## src/rtl/reg_file_sb.sv

```systemverilog
// ---------------------------------------------------------------------------
// reg_file_sb -- register file with an issue/writeback scoreboard
//
// Purpose:
//   A DEPTH = 2^ADDR_W entry register file with NUM_RD combinational read
//   ports. Each register has a busy bit: an issue marks the destination as
//   pending, and a writeback clears it. Register 0 always reads 0 and is
//   never busy.
//
// Optional feature:
//   `define REG_FILE_SB_BYPASS_EN to forward a same-cycle writeback to the
//   read ports (data and busy status). Without it, a write becomes visible
//   on the cycle after the edge that stores it.
//
// Ports:
//   i_clk        clock, all state updates on the rising edge
//   i_rst_n      asynchronous active-low reset
//   i_wr_en      writeback strobe
//   i_wr_addr    writeback register index
//   i_wr_data    writeback data
//   i_iss_en     issue strobe (marks i_iss_addr as pending)
//   i_iss_addr   destination register of the issuing instruction
//   i_rd_en      per-port read valid (used only for hazard detection)
//   i_rd_addr    packed read addresses, port k at [k*ADDR_W +: ADDR_W]
//   o_rd_data    packed read data,      port k at [k*DATA_W +: DATA_W]
//   o_rd_busy    per-port: addressed register has a pending result
//   o_hazard     any enabled read port hits a busy register
//   o_busy_cnt   number of registers currently pending (registered)
// ---------------------------------------------------------------------------
module reg_file_sb #(
    parameter int DATA_W = 32,
    parameter int ADDR_W = 5,
    parameter int NUM_RD = 2
) (
    input  logic                     i_clk,
    input  logic                     i_rst_n,
    input  logic                     i_wr_en,
    input  logic [ADDR_W-1:0]        i_wr_addr,
    input  logic [DATA_W-1:0]        i_wr_data,
    input  logic                     i_iss_en,
    input  logic [ADDR_W-1:0]        i_iss_addr,
    input  logic [NUM_RD-1:0]        i_rd_en,
    input  logic [NUM_RD*ADDR_W-1:0] i_rd_addr,
    output logic [NUM_RD*DATA_W-1:0] o_rd_data,
    output logic [NUM_RD-1:0]        o_rd_busy,
    output logic                     o_hazard,
    output logic [ADDR_W:0]          o_busy_cnt
);

    localparam int DEPTH = 1 << ADDR_W;
    localparam int CNT_W = ADDR_W + 1;

    logic [DATA_W-1:0] r_mem [DEPTH];
    logic [DEPTH-1:0]  r_busy;
    logic [CNT_W-1:0]  r_busy_cnt;

    logic [DEPTH-1:0]  w_busy_nxt;
    logic [CNT_W-1:0]  w_busy_cnt_nxt;
    logic              w_wr_ok;
    logic              w_iss_ok;

    assign w_wr_ok  = i_wr_en  && (i_wr_addr  != '0);
    assign w_iss_ok = i_iss_en && (i_iss_addr != '0);

    // Clear on writeback first, then set on issue, so a same-cycle issue
    // and writeback to one register leaves it busy.
    always_comb begin
        w_busy_nxt = r_busy;
        if (i_wr_en)
            w_busy_nxt[i_wr_addr] = 1'b0;
        if (w_iss_ok)
            w_busy_nxt[i_iss_addr] = 1'b1;
        w_busy_nxt[0] = 1'b0;
    end

    // The count is the popcount of the next busy vector, so it tracks the
    // busy bits exactly and can never underflow or drift.
    always_comb begin
        w_busy_cnt_nxt = '0;
        for (int i = 1; i < DEPTH; i++)
            w_busy_cnt_nxt = w_busy_cnt_nxt + CNT_W'(w_busy_nxt[i]);
    end

    always_ff @(posedge i_clk or negedge i_rst_n) begin
        if (!i_rst_n) begin
            for (int i = 0; i < DEPTH; i++)
                r_mem[i] <= '0;
            r_busy     <= '0;
            r_busy_cnt <= '0;
        end else begin
            if (w_wr_ok)
                r_mem[i_wr_addr] <= i_wr_data;
            r_busy     <= w_busy_nxt;
            r_busy_cnt <= w_busy_cnt_nxt;
        end
    end

    assign o_busy_cnt = r_busy_cnt;

    // Read ports
    genvar k;
    generate
        for (k = 0; k < NUM_RD; k++) begin : g_rd
            logic [ADDR_W-1:0] w_addr;
            logic [DATA_W-1:0] w_stored;
            logic              w_byp;

            assign w_addr   = i_rd_addr[k*ADDR_W +: ADDR_W];
            assign w_stored = (w_addr == '0) ? '0 : r_mem[w_addr];

`ifdef REG_FILE_SB_BYPASS_EN
            // Forwarding is gated by reset so the ports read 0 while reset
            // is held, even if a write is being presented.
            assign w_byp = i_rst_n && w_wr_ok && (w_addr == i_wr_addr);
            assign o_rd_data[k*DATA_W +: DATA_W] = w_byp ? i_wr_data : w_stored;
            assign o_rd_busy[k] = w_byp ? (i_iss_en && (i_iss_addr == w_addr))
                                        : r_busy[w_addr];
`else
            assign w_byp = 1'b0;
            assign o_rd_data[k*DATA_W +: DATA_W] = w_stored;
            assign o_rd_busy[k] = r_busy[w_addr] & ~w_byp;
`endif
        end
    endgenerate

    assign o_hazard = |(i_rd_en & o_rd_busy);

endmodule

```

## config.mk

```make
export PLATFORM = sky130hd
export DESIGN_NAME = reg_file_sb
export DESIGN_NICKNAME = d
export VERILOG_FILES = /design/src/rtl/reg_file_sb.sv
export SDC_FILE = /design/constraint.sdc
export NUM_CORES = 2
export LEC_CHECK = 0
export ABC_AREA = 0
export CAP_MARGIN = 20
export CORE_MARGIN = 4
export CORE_UTILIZATION = 60
export CTS_CLUSTER_SIZE = 24
export DETAILED_ROUTE_END_ITERATION = 8
export DONT_BUFFER_PORTS = 1
export HOLD_SLACK_MARGIN = 0.06
export PLACE_DENSITY = 0.75
export SETUP_SLACK_MARGIN = 0.1
export SYNTH_ARGS = -nofsm -noshare
export SYNTH_HDL_FRONTEND = slang
export SYNTH_SLANG_ARGS = --single-unit
```

## constraint.sdc

```tcl
create_clock -name i_clk -period 6.95 [get_ports i_clk]
set_clock_uncertainty 0.05 [all_clocks]
set_input_delay 2.085 -clock i_clk [delete_from_list [all_inputs] [get_ports i_clk]]
set_output_delay 2.085 -clock i_clk [all_outputs]
set_load 0.05 [all_outputs]
```

==> metrics.md <==
| Metric | Value |
|---|---|
| H-tree depth | `3` |
| Die height | `316 um` |
| Leak | `0.0264 uW` |
| Detailed Route WL | `164000 um` |
| Worst hold path type | `reg -> reg` |
| Worst-path clk slew | `0.06 ns` |
| Port Buffers | `0` |
| Power per Cell Area | `331 nW/um^2` |
| Number of global-route vias before repair | `between 30000 and 40000` |
| Layout Nets | `3497` |
| CP max stage delay | `1.15 ns` |
| Relative slew margins | `-329%` |
| Final Max Slew Viols | `between 1000 and 1500` |
| Layout cell share with drive strength beyond 1 | `57.0%` |
| CTS max path bufs | `3` |
| Buf/Inv on CP | `0` |
| Antenna cells | `0` |
| Starting Density | `roughly three fifths` |
| Initial drt markers | `3522` |
| Worst Path Arrival | `5.21 ns` |
| Initial DRT Pass Iterations | `6` |
| Syn Inst Count | `3564` |
| Crit path max fanout | `approximately 270` |
| Maximum vdd ir drop | `approximately 0.65 mV` |
| Wire per inst | `34.6 um` |
| Worst skew pair latency | `0.70 ns` |
| Worst setup SP type | `primary input` |
| Post-CTS Setup Inserts | `0` |
| Status | `finished, violations left` |
| Dpl hpwl | `84000 um` |
| Initial antenna violation count | `1` |
| Synth unique cells | `44` |
| Largest net degree at the start of global routing | `1062` |
| Slowest cell on the critical path | `mux4_2` |
| Worst Max-Slew Pin Slew | `between 6 and 7 ns` |
| Register area share after synthesis | `46.5%` |
| FF+latch count, synth | `approximately 1100` |
| Final antenna-violating net count | `0` |
| Maximum clock frequency | `0.136 GHz` |
| Grt total ovfl | `0` |
| Area growth from synthesis to layout | `7.94%` |
| Cell row count | `112` |
| Tmin final | `7.35 ns` |
| Setup violations, final | `19` |
| Crit path cell chain | `mux4_2, mux2_2, nand3b_1, nand4_1, a22o_1` |
| Reg area | `26600 um^2` |
| CTS tree | `yes` |
| Routed vias | `around 34000` |
| Final Hold Viols | `0` |
| Crit. End Element | `primary output` |
| Syn avg cell area | `16.0 um^2` |
| Vias/cell | `7.16` |
| Total track usage | `between 30% and 40%` |
| Multi-input logic area | `28400 um^2` |
| I/O Pins | `131` |
| Die Span X | `316 um` |
| Ys flop type | `dfrtp_1` |
| Remaining DRCs | `0` |
| Max-cap violations | `0` |
| Period utilization | `106%` |
| WS Path Type | `in -> out` |
| Unrepaired setup endpoints after global routing | `false` |
| FILL cells | `6386` |
| Failing checks | `slew limit, setup timing` |
| Clock root buffer | `clkbuf_16` |
| GPL Wtd Cong | `0.840` |
| Final Worst Setup Slack | `-0.397 ns` |
| Yosys warns | `0` |
| CTS buffer count | `around 110` |
| Delay-heaviest family, CP | `multiplexers` |
| Post-Syn Area | `57100 um^2` |
| Die ar. | `100000 um^2` |
| Clock sink count | `1061` |
| Power, Total | `a little over 20000 uW` |
| Core ar. | `approximately 94000 um^2` |
| Worst Path Required | `around 4.8 ns` |
| Syn nets | `3652` |
| Asr flop ratio synth | `100%` |
| Post-synth EDFFs | `0` |
| Fin util | `65.6%` |
| First-pass GRT wire length | `~250000 um` |
## worst reg2reg max path, stage by stage (launching register included)
cell and delay, ns:
dfrtp_1 0.45, a22o_1 0.26, fa_1 0.55, inv_1 0.06
fa_1 0.49, inv_1 0.06, fa_1 0.48, fa_1 0.55
inv_1 0.05, fa_1 0.47, inv_1 0.06, fa_1 0.49
fa_2 0.37, fa_2 0.35, a21o_1 0.17, a21oi_2 0.13
xnor2_1 0.14
## layer usage
metal	track usage [%]	vias up	part of all wire, %
met4	13.2	2	4.5
met1	45.6	18700	39
met3	6.97	389	7.8
li1	-	13300	-
met5	0.677	-	0.056
met2	54.3	1526	49
## Yosys cell counts, types with 2 or more instances
master        n  area share [%]
buf_4        24            0.32
clkbuf_1    198             1.3
mux4_1        8            0.37
mux2i_1      18            0.32
nand4_1       2           0.022
buf_6        35            0.69
and3b_1       7            0.11
a2bb2oi_1     4           0.061
nor2b_1       8           0.088
nand3b_1     11            0.14
fa_1         23            0.81
mux2_2      996              20
o22ai_1       3           0.033
a22oi_1       9            0.12
a21oi_1       6           0.053
ha_1          7            0.15
o2111ai_1     2           0.031
nor2_2        3           0.033
o21ai_1      64            0.56
nand2b_1      3           0.033
inv_1       114            0.75
o21ai_0      16            0.14
nand2_1      87            0.57
nand3_1      15            0.13
mux4_2      636              25
buf_2        93            0.82
nor3_1        2           0.018
and3_1        2           0.022
buf_1        49            0.32
nor2_1       22            0.14
a22o_1       12            0.18
a221o_1       2           0.035
a21o_1        4           0.053
dfrtp_1    1061              47
nor3b_1       7           0.092
a311oi_1      2           0.031
xnor2_1       2           0.031
## placed cells by master, fill, tap and decap left out, types with 3 or more instances in the layout
master and instances:
clkinv_2 23, mux2_2 996, clkbuf_16 114, o21ai_1 65, nand3b_1 11, ha_1 7
mux4_2 636, nand3_1 14, bufinv_16 6, mux2i_1 18, a22oi_1 6, fa_1 21
inv_6 3, nor2b_1 8, nand2_2 13, nor2_1 7, nor2_4 17, dfrtp_1 1061
clkbuf_8 26, clkbuf_1 23, a21oi_1 4, o22ai_1 3, a22oi_2 3, nand2_1 74
mux4_1 8, and3b_1 7, nor3b_1 3, a22o_1 12, inv_1 114, nand2b_1 3
o21ai_0 15, buf_4 127
## cell families (layout without fill, tap and decap cells)
group / after synthesis / after routing / share of synthesized area (%)
AO/OA/AOI/OAI: 125 / 125 / 1.31
AND/OR/NAND/NOR: 172 / 172 / 1.45
multiplexers: 1658 / 1658 / 45.4
buffers and inverters: 515 / 443 / 4.26
flip-flops: 1061 / 1061 / 46.5
adder cells (fa/ha/maj): 30 / 30 / 0.960
XOR/XNOR: 3 / 3 / 0.0461
## flip-flops by register name (all words and copies together), names as in the netlist
| register | cells |
|---|---|
| r_mem | 1024 |
| o_busy_cnt | 6 |
| r_busy | 31 |
## final cells by class
class,instances,area share (%)
multi-input cells,1988,46.0
flip-flops and latches,1061,43.1
clock buffers,163,5.35
well taps,1254,2.55
repair buffers,131,1.65
inverters,114,0.695
clock inverters,35,0.618
## path summary, 6_finish.rpt
path,depth (start not counted),slack [ns],from,to
worst max register to register,16,1.70,r_busy[2],o_busy_cnt[4]
min in group asynchronous,0,1.06,i_rst_n,r_mem[940]
worst max-delay path,5,-0.40,i_rd_addr[0],o_hazard
max in group asynchronous,0,0.82,i_rst_n,r_mem[795]
worst min-delay path,0,0.34,r_mem[1004],r_mem[1004]
worst min register to register,0,0.34,r_mem[1004],r_mem[1004]
## report_power, final
part | switching (uW) | internal [uW] | leakage [uW] | total [uW]
clock network | 2530 | 3500 | 0.00183 | 6030
logic | 2480 | 3510 | 0.0110 | 5990
registers | 959 | 7430 | 0.0136 | 8390
total | 5970 | 14400 | 0.0264 | 20400
## what timing repair did
item / CTS / global route
endpoints found under the setup margin: 0 / 1
hold buffers: 0 / 0
gates resized for setup: 0 / 1
## per-stage QoR
step | hold slack (ns) | cells | setup TNS [ns] | area [um^2] | setup slack (ns)
after detailed placement | 0.334 | 4547 | -1.45 | 57900 | -0.413
after global placement | 0.326 | 4546 | -1.39 | 57900 | -0.375
final | 0.340 | 4746 | -3.11 | 61600 | -0.397
after global routing | 0.355 | 4746 | 0 | 61600 | 0.122
after CTS | 0.347 | 4745 | 0 | 61600 | 0.308
after floorplan | 0.391 | 3564 | -1.27 | 57300 | -0.442
No activity file was read; power rests on OpenSTA's default activity.
